## src/rtl/can_pkg.sv

```systemverilog
// Shared CAN constants: bit-stuffing defaults, destuffer state encoding, CRC-15 polynomial.
// Latency: n/a (declarations only).
// Backpressure: n/a.
package can_pkg;

    // Identical consecutive bits after which the transmitter inserts a stuff bit.
    localparam int CAN_STUFF_LEN = 5;

    // CAN CRC-15 generator polynomial x^15+x^14+x^10+x^8+x^7+x^4+x^3+1.
    localparam logic [14:0] CAN_CRC15_POLY = 15'h4599;

    typedef enum logic [1:0] {
        IDLE         = 2'd0,
        COUNT        = 2'd1,
        EXPECT_STUFF = 2'd2,
        ERROR        = 2'd3
    } destuff_state_t;

endpackage

```

## src/rtl/can_bit_destuff_if.sv

```systemverilog
// Bus between the bit sampler and the destuffer, and from the destuffer to the CRC stage.
// Latency: n/a (wires only).
// Backpressure: none; every strobe is a single-cycle pulse that must be consumed.
interface can_bit_destuff_if #(
    parameter int CNT_W = 8
);
    // sampler -> destuffer
    logic             sample_tick;   // rx_bit is a fresh bus sample
    logic             rx_bit;        // sampled bus level, 0 = dominant
    logic             stuff_enable;  // current bit lies in SOF..CRC
    logic             frame_start;   // SOF sample, re-arms the block
    // destuffer -> CRC stage / controller
    logic             bit_tick;      // data_out carries a destuffed bit
    logic             data_out;      // destuffed bit, held between ticks
    logic             stuff_drop;    // a stuff bit was removed
    logic             stuff_error;   // stuff rule violated
    logic             error_flag;    // sticky violation, cleared by frame_start
    logic [CNT_W-1:0] stuff_count;   // stuff bits removed this frame, saturating

    modport master (
        output sample_tick, rx_bit, stuff_enable, frame_start,
        input  bit_tick, data_out, stuff_drop, stuff_error, error_flag, stuff_count
    );

    modport slave (
        input  sample_tick, rx_bit, stuff_enable, frame_start,
        output bit_tick, data_out, stuff_drop, stuff_error, error_flag, stuff_count
    );

endinterface

```

## src/rtl/can_bit_destuff.sv

```systemverilog
// CAN bit destuffer: removes stuff bits after STUFF_LEN identical bits, flags stuff violations.
// Latency: every output strobe is registered, 1 cycle after the causing sample_tick.
// Backpressure: none; consumer must accept a bit_tick whenever it fires.
// Ports: clk, rst (async active-low), bus (slave side of can_bit_destuff_if).
module can_bit_destuff
    import can_pkg::*;
#(
    parameter int STUFF_LEN = CAN_STUFF_LEN,
    parameter int CNT_W     = 8
) (
    input  logic             clk,
    input  logic             rst,
    can_bit_destuff_if.slave bus
);

    localparam int               RUN_W   = $clog2(STUFF_LEN + 1);
    localparam logic [RUN_W-1:0] RUN_ONE = RUN_W'(1);
    localparam logic [RUN_W-1:0] RUN_MAX = RUN_W'(STUFF_LEN);

    destuff_state_t   state;
    logic [RUN_W-1:0] run_cnt;
    logic [RUN_W-1:0] run_next;
    logic             last_bit;
    logic             data_q;
    logic             bit_tick_q;
    logic             stuff_drop_q;
    logic             stuff_error_q;
    logic             error_flag_q;
    logic [CNT_W-1:0] stuff_count_q;

    // run_cnt == 0 means no run is open (after IDLE), so the next bit always
    // starts a fresh run even if it happens to equal the stale last_bit.
    always_comb begin
        run_next = RUN_ONE;
        if (bus.rx_bit == last_bit && run_cnt != '0) begin
            run_next = run_cnt + RUN_ONE;
        end
    end

    always_ff @(posedge clk or negedge rst) begin
        if (!rst) begin
            state         <= IDLE;
            run_cnt       <= '0;
            last_bit      <= 1'b1;
            data_q        <= 1'b1;
            bit_tick_q    <= 1'b0;
            stuff_drop_q  <= 1'b0;
            stuff_error_q <= 1'b0;
            error_flag_q  <= 1'b0;
            stuff_count_q <= '0;
        end else begin
            bit_tick_q    <= 1'b0;
            stuff_drop_q  <= 1'b0;
            stuff_error_q <= 1'b0;

            if (bus.frame_start) begin
                // SOF overrides any pending expectation or error from the last frame.
                error_flag_q  <= 1'b0;
                stuff_count_q <= '0;
                run_cnt       <= '0;
                state         <= IDLE;
                if (bus.sample_tick) begin
                    bit_tick_q <= 1'b1;
                    data_q     <= bus.rx_bit;
                    if (bus.stuff_enable) begin
                        run_cnt  <= RUN_ONE;
                        last_bit <= bus.rx_bit;
                        state    <= (RUN_ONE == RUN_MAX) ? EXPECT_STUFF : COUNT;
                    end
                end
            end else if (bus.sample_tick) begin
                case (state)
                    IDLE, COUNT: begin
                        bit_tick_q <= 1'b1;
                        data_q     <= bus.rx_bit;
                        if (bus.stuff_enable) begin
                            run_cnt  <= run_next;
                            last_bit <= bus.rx_bit;
                            state    <= (run_next == RUN_MAX) ? EXPECT_STUFF : COUNT;
                        end else begin
                            run_cnt <= '0;
                            state   <= IDLE;
                        end
                    end
                    // stuff_enable is ignored here: the stuff bit after the
                    // last CRC bit arrives once the region has already closed.
                    EXPECT_STUFF: begin
                        if (bus.rx_bit != last_bit) begin
                            stuff_drop_q <= 1'b1;
                            if (stuff_count_q != '1) begin
                                stuff_count_q <= stuff_count_q + CNT_W'(1);
                            end
                            run_cnt  <= RUN_ONE;   // the stuff bit opens the next run
                            last_bit <= bus.rx_bit;
                            state    <= COUNT;
                        end else begin
                            stuff_error_q <= 1'b1;
                            error_flag_q  <= 1'b1;
                            state         <= ERROR;
                        end
                    end
                    default: begin
                        // ERROR: samples are discarded until the next SOF.
                    end
                endcase
            end
        end
    end

    assign bus.bit_tick    = bit_tick_q;
    assign bus.data_out    = data_q;
    assign bus.stuff_drop  = stuff_drop_q;
    assign bus.stuff_error = stuff_error_q;
    assign bus.error_flag  = error_flag_q;
    assign bus.stuff_count = stuff_count_q;

endmodule

```

## src/flat_wrapper.sv

```systemverilog
// flat-port wrapper written by rule: the top's interface ports become plain ports
module can_bit_destuff_flat import can_pkg::*;
#(
    parameter int STUFF_LEN = CAN_STUFF_LEN,
    parameter int CNT_W     = 8
)
  (clk, rst, bus_sample_tick, bus_rx_bit, bus_stuff_enable, bus_frame_start, bus_bit_tick, bus_data_out, bus_stuff_drop, bus_stuff_error, bus_error_flag, bus_stuff_count);
  can_bit_destuff_if #(.CNT_W(CNT_W)) bus_i ();
  input  logic clk;
  input  logic rst;
  input wire logic [$bits(bus_i.sample_tick)-1:0] bus_sample_tick;
  input wire logic [$bits(bus_i.rx_bit)-1:0] bus_rx_bit;
  input wire logic [$bits(bus_i.stuff_enable)-1:0] bus_stuff_enable;
  input wire logic [$bits(bus_i.frame_start)-1:0] bus_frame_start;
  output wire logic [$bits(bus_i.bit_tick)-1:0] bus_bit_tick;
  output wire logic [$bits(bus_i.data_out)-1:0] bus_data_out;
  output wire logic [$bits(bus_i.stuff_drop)-1:0] bus_stuff_drop;
  output wire logic [$bits(bus_i.stuff_error)-1:0] bus_stuff_error;
  output wire logic [$bits(bus_i.error_flag)-1:0] bus_error_flag;
  output wire logic [$bits(bus_i.stuff_count)-1:0] bus_stuff_count;
  assign bus_i.sample_tick = bus_sample_tick;
  assign bus_i.rx_bit = bus_rx_bit;
  assign bus_i.stuff_enable = bus_stuff_enable;
  assign bus_i.frame_start = bus_frame_start;
  assign bus_bit_tick = bus_i.bit_tick;
  assign bus_data_out = bus_i.data_out;
  assign bus_stuff_drop = bus_i.stuff_drop;
  assign bus_stuff_error = bus_i.stuff_error;
  assign bus_error_flag = bus_i.error_flag;
  assign bus_stuff_count = bus_i.stuff_count;
  can_bit_destuff #(.STUFF_LEN(STUFF_LEN), .CNT_W(CNT_W)) u_core (.clk(clk), .rst(rst), .bus(bus_i));
endmodule
```

## config.mk

```make
export PLATFORM = sky130hd
export DESIGN_NAME = can_bit_destuff_flat
export DESIGN_NICKNAME = d
export VERILOG_FILES = /design/src/rtl/can_pkg.sv /design/src/rtl/can_bit_destuff_if.sv /design/src/rtl/can_bit_destuff.sv /design/src/flat_wrapper.sv
export SDC_FILE = /design/constraint.sdc
export NUM_CORES = 1
export LEC_CHECK = 0
export ABC_AREA = 1
export CAP_MARGIN = 25
export CORE_MARGIN = 2
export CORE_UTILIZATION = 30
export CTS_CLUSTER_SIZE = 14
export DETAILED_ROUTE_END_ITERATION = 10
export GPL_TIMING_DRIVEN = 0
export PLACE_DENSITY_LB_ADDON = 0.12
export SLEW_MARGIN = 10
export SYNTH_ARGS = -nofsm -noshare
export SYNTH_HDL_FRONTEND = slang
export SYNTH_SLANG_ARGS = --single-unit
export TNS_END_PERCENT = 30
```

## constraint.sdc

```tcl
create_clock -name clk -period 1.4 [get_ports clk]
set_input_delay 0.28 -clock clk [delete_from_list [all_inputs] [get_ports clk]]
set_output_delay 0.28 -clock clk [all_outputs]
set_load 0.1 [all_outputs]
```

Word-level counts from Yosys, hierarchy flattened
Index checks and enable logic that the tools add are counted.
{"block": "classes", "reduce_logical": 16, "add_sub_neg": 2, "muxes": 47, "n_eq_ne": 8}
{"op": "2-to-1 mux 8 bit", "n": 5}
{"op": "2-to-1 mux 1 bit", "n": 27}
{"op": "2-to-1 mux 3 bit", "n": 6}
{"op": "2-to-1 mux 2 bit", "n": 6}
{"op": "nonzero test 2 bit", "n": 5}
{"op": "AND reduction 3 bit", "n": 3}
{"op": "adder 8 x 1 -> 8 bit, second input constant", "n": 1}
{"op": "inequality test 8 bit, second input constant", "n": 1}
{"op": "case mux 3 bit (2 select lines)", "n": 1}
{"op": "nonzero test 3 bit", "n": 2}
{"op": "case mux 2 bit (2 select lines)", "n": 1}
{"op": "AND reduction 2 bit", "n": 2}
{"op": "AND reduction 4 bit", "n": 1}
{"op": "adder 3 x 1 -> 3 bit, second input constant", "n": 1}
{"op": "equality test 3 bit, second input constant", "n": 1}
{"op": "inequality test 3 x 2 -> 1 bit, second input constant", "n": 1}
{"op": "equality test 2 x 1 -> 1 bit, second input constant", "n": 1}
{"op": "equality test 2 bit, second input constant", "n": 1}
{"op": "zero test 2 bit", "n": 1}
{"op": "inequality test 2 bit, second input constant", "n": 1}
{"op": "case mux 1 bit (2 select lines)", "n": 1}
{"op": "OR reduction 2 bit", "n": 1}
{"op": "equality test 1 bit", "n": 1}
{"op": "logical AND 1 bit", "n": 1}
{"op": "inequality test 1 bit", "n": 1}
{"block": "totals", "output_inout_bits": 13, "register_bits": 19, "in_bits": 6}

Depth between registers and ports, before layout
{"block": "logic_depth", "ltp_word": 9, "ltp_mapped": 10, "depth_no_buf": 10}

Worst setup path before layout
Ideal clock, no wire load.
{"block": "synth_timing", "kind": "flip-flop to flip-flop", "start": "reg u_core.stuff_count_q[0], in the netlist u_core.bus.stuff_count[0]", "end": "reg u_core.stuff_count_q[3], in the netlist u_core.bus.stuff_count[3]", "stages_incl_launch_ff": 9, "n_path_buf": 1, "setup_time_ps": 76, "slack_ps": -667, "synth_period_minus_slack_ps": 2067, "arrival_time_ps": 1991, "cell_sequence": "dfrtp_1 ha_1 nand3_2 nor2_4 nand3_2 nand3_4 buf_6 nand2_1 o21ai_1"}
{"block": "synth_between", "elab_chain_cells": 6}
{"item": "start, declared", "line": "can_bit_destuff.sv:29", "text": "logic [CNT_W-1:0] stuff_count_q;"}
{"item": "start signal, assigned", "line": "can_bit_destuff.sv:91", "text": "stuff_count_q <= stuff_count_q + CNT_W'(1);"}
{"item": "adder 8 x 1 -> 8 bit", "line": "can_bit_destuff.sv:91"}
{"item": "2-to-1 mux 8 bit", "line": "can_bit_destuff.sv:90", "text": "if (stuff_count_q != '1) begin"}
{"item": "2-to-1 mux 8 bit", "line": "can_bit_destuff.sv:88", "text": "if (bus.rx_bit != last_bit) begin"}
{"item": "2-to-1 mux 8 bit", "line": "can_bit_destuff.sv:72", "text": "case (state)"}
{"item": "2-to-1 mux 8 bit", "line": "can_bit_destuff.sv:71", "text": "end else if (bus.sample_tick) begin"}
{"item": "2-to-1 mux 8 bit", "line": "can_bit_destuff.sv:56", "text": "if (bus.frame_start) begin"}
Parallel ways exist; a longest one is shown, timed or not. The select of a mux whose other input is x is not followed.
A chain may end at the register's enable or synchronous reset.

Worst setup path after layout
{"block": "layout_timing", "start": "reg u_core.stuff_count_q[0], in the netlist u_core.bus.stuff_count[0]", "end": "reg u_core.stuff_count_q[4], in the netlist u_core.bus.stuff_count[4]"}
The elaborated chain is that of the path after synthesis.

==> results by group <==
Clock tree
  • Worst skew pair latency: 0.25 ns
  • Hold-fix buffers at CTS: 0
  • Clock root buffer: clkbuf_8
  • H-tree lvl count: 1
  • CTS Buf Count: 3
  • Clock sinks: 19
  • CTS tree: done
  • Worst-path clk slew: approximately 0.08 ns
  • Clock tree buffer depth: 2

Detailed routing
  • Final WL: 2585 µm
  • Vias: 1084
  • Final ANT Viol Nets: 0
  • Wire length per cell: 11.05 µm
  • Remaining DRCs: 0
  • Initial DRC count: 34
  • Vias/cell: 4.632
  • DRT Pass-1 Iters: 4

Synthesis
  • Synthesized cell area: roughly 1100 µm²
  • Synthesized net count: 162
  • Yosys warns: 0
  • Distinct cell type count after synthesis: 25
  • Post-synth top area share: 0.3708
  • Leading area contributor after synthesis: dfrtp_1
  • Post-synthesis sequential area ratio: 0.4166
  • Syn Area/Cell: 7.499 µm²
  • Synth top area cells: dfrtp_1 37%, nand2_1 16%, inv_1 7.5%, dfstp_2 4.6%, nor2_1 4.3%
  • Register bit total from synthesis: 19
  • Syn Inst Count: 153

Floorplanning
  • Cell Rows: 22
  • I/O pin total: 19
  • Initial Utilization: 0.3134
  • Die Wd: 65.84 µm
  • Die height: 65.84 µm
  • CORE AREA: 3661 µm²
  • Die Footprint: about 4300 µm²

STA
  • Hold_ws: 0.4725 ns
  • Tcrit/Tclk final: 1.011
  • Crit path time final: 1.415 ns
  • RSZ-0062 raised after global routing: yes
  • Clk_skew: 0.004557 ns
  • Fin. max-slew vios: 0
  • # setup viols final: 5
  • Hold Fails Final Rpt: 0
  • Slew margin rel.: 0.4192
  • Max frequency: 0.7066 GHz
  • Slew of the pin with the lowest slew margin: 0.8685 ns
  • Final setup margin: -0.01515 ns

Cells and area
  • Layout cells sized above 1: 0.3172
  • Post-Layout Cell Count: between 200 and 250
  • Area grow syn2layout: 33.04%
  • # nets final: around 200
  • Antenna fix cells: 0
  • Final Cell Area: approximately 1500 µm²

GRT
  • GRT Util Overall: 0.1306
  • Vias in the first global route: roughly 1000
  • Gr ovfl total: 0
  • First-pass GRT wire length: 4347 µm
  • Largest net degree at the start of global routing: 20
  • Initial antenna violation count: 0

Critical path
  • CP max FO: 7
  • Crit path kind: reg2reg
  • CP endpoint kind: flop
  • Worst EP required: 1.58 ns
  • Worst setup SP type: flop
  • WP data arrival: 1.60 ns

Placement
  • Inst Count DP: 219
  • IO Port Bufs: 18
  • DP Area: 1423 µm²
  • Placer Congestion: around 0.83
  • Post-DP HPWL: 1876 µm

Status
  • Failing checks: negative setup slack
  • Status: finished, violations left

Power and ir drop
  • Peak VDD IR: 0.0004695 V
  • Pwr dens: 845.0 nW/µm²
  • Final Power: 0.001290 W
  • Pleak: 0.7417 nW

Worst hold path
  • Hold crit path type: reg2reg

Run
  • Max Cap Violations: 0
## cells in the final DEF, fill, tap and decap left out
cell type / Yosys / routed
o21ai_0: 4 / 4
or2_2: 2 / 2
o21ai_1: 7 / 6
o21bai_1: 1 / 1
o22ai_1: 2 / 2
nor2_2: 1 / 2
nor2_1: 13 / 12
dfrtp_1: 17 / 9
dlygate4sd2_1: 0 / 1
o211ai_1: 1 / 1
nand3b_1: 1 / 1
clkbuf_4: 0 / 2
dfstp_2: 2 / 2
nand2_1: 48 / 45
nor2_4: 2 / 2
clkdlybuf4s50_1: 0 / 4
nor3_1: 2 / 2
buf_4: 0 / 15
nand3_1: 8 / 8
inv_1: 23 / 21
nand2_2: 0 / 3
a21oi_1: 3 / 3
nand2_4: 2 / 2
ha_4: 0 / 1
nand3_4: 1 / 3
o21ai_2: 0 / 1
nand4_1: 4 / 4
buf_2: 0 / 6
clkbuf_1: 0 / 1
dfrtp_4: 0 / 2
dfrtp_2: 0 / 6
ha_1: 3 / 2
inv_2: 1 / 3
buf_6: 2 / 3
a21oi_2: 1 / 1
clkbuf_8: 0 / 3
## Yosys cell counts
| library cell | number |
|---|---|
| o22ai_1 | 2 |
| nor2_4 | 2 |
| nand2_1 | 48 |
| nor3_1 | 2 |
| nor2_2 | 1 |
| nand4_1 | 4 |
| a21oi_2 | 1 |
| ha_1 | 3 |
| nand3b_1 | 1 |
| or2_2 | 2 |
| nand3_4 | 1 |
| nor2_1 | 13 |
| inv_2 | 1 |
| inv_1 | 23 |
| nand3_1 | 8 |
| nand2_4 | 2 |
| o21ai_0 | 4 |
| a21oi_1 | 3 |
| dfrtp_1 | 17 |
| o211ai_1 | 1 |
| o21bai_1 | 1 |
| o21ai_1 | 7 |
| nand3_2 | 2 |
| buf_6 | 2 |
| dfstp_2 | 2 |
## registers in the layout, indices dropped and copies added, names as in the netlist
register,flops
u_core.bus.bit_tick,1
u_core.bus.data_out,1
u_core.bus.error_flag,1
u_core.bus.stuff_count,8
u_core.bus.stuff_drop,1
u_core.bus.stuff_error,1
u_core.last_bit,1
u_core.run_cnt,3
u_core.state,2
## critical path, stage by stage, from the launching register on
cell and delay [ns]:
dfrtp_4 0.45, ha_4 0.17, nand3_4 0.08, nor2_4 0.15, nand3_4 0.10, nand3_4 0.13, buf_4 0.16, nand2_1 0.05
o21ai_1 0.06
## through the flow
stage          utilization  setup TNS (ns)  worst slack (ns)
6_report            0.4170        -0.03477          -0.01515
5_1_grt             0.4170         -0.6723          -0.08791
4_1_cts             0.3889        -0.09185          -0.02745
3_5_place_dp        0.3886          -10.69           -0.5098
3_3_place_gp        0.3886          -10.50           -0.5106
2_1_floorplan            -         -0.9203           -0.1274
## per-layer routing
| layer | share of wire | track usage |
|---|---|---|
| met5 | 0 | 0 |
| met4 | 0.0074 | 0.03125 |
| met3 | 0.043 | 0.03578 |
| met2 | 0.52 | 0.2348 |
| met1 | 0.43 | 0.1526 |
## worst paths after layout
kind | start | endpoint | slack, ns | cells past startpoint
max in group asynchronous | rst | u_core.bus.stuff_count[0]$_DFFE_PN0P_ | 0.26 | 1
min | u_core.last_bit$_DFFE_PN1P_ | u_core.last_bit$_DFFE_PN1P_ | 0.47 | 2
max | u_core.bus.stuff_count[0]$_DFFE_PN0P_ | u_core.bus.stuff_count[4]$_DFFE_PN0P_ | -0.02 | 8
min in group asynchronous | rst | u_core.bus.stuff_count[2]$_DFFE_PN0P_ | 0.51 | 1
min reg2reg | u_core.last_bit$_DFFE_PN1P_ | u_core.last_bit$_DFFE_PN1P_ | 0.47 | 2
max reg2reg | u_core.bus.stuff_count[0]$_DFFE_PN0P_ | u_core.bus.stuff_count[4]$_DFFE_PN0P_ | -0.02 | 8
## logic make-up after synthesis
kind of cell | count (synthesis) | share of synthesized area
simple gates | 86 | 0.3599
buf+inv | 26 | 0.09814
flops | 19 | 0.4166
fa+ha+maj | 3 | 0.03272
compound gates | 19 | 0.09269
## cell type report
| cell class | instances | area [µm²] |
|---|---|---|
| well taps | 48 | 60.06 |
| plain buffers | 2 | 22.52 |
| multi-input cells | 108 | 598.1 |
| clock buffers | 4 | 45.04 |
| flip-flops and latches | 19 | 493.0 |
| repair buffers | 29 | 217.7 |
| inverters | 24 | 90.09 |
| fillers | 392 | 2135 |
## repair_timing
item                                    in CTS  in global routing
resized for setup                           72                 11
endpoints found under the setup margin      24                 16
pin swaps                                    0                  3
buffers inserted                             0                 10
gates cloned                                 0                  1
## report_power, final
group | internal [W] | leakage (nW) | switching [W]
Sequential | 0.000579 | 0.236 | 0.0000214
Clock | 0.000202 | 0.0228 | 0.000187
Combinational | 0.000104 | 0.483 | 0.000196
No activity file was read; power rests on OpenSTA's default activity.
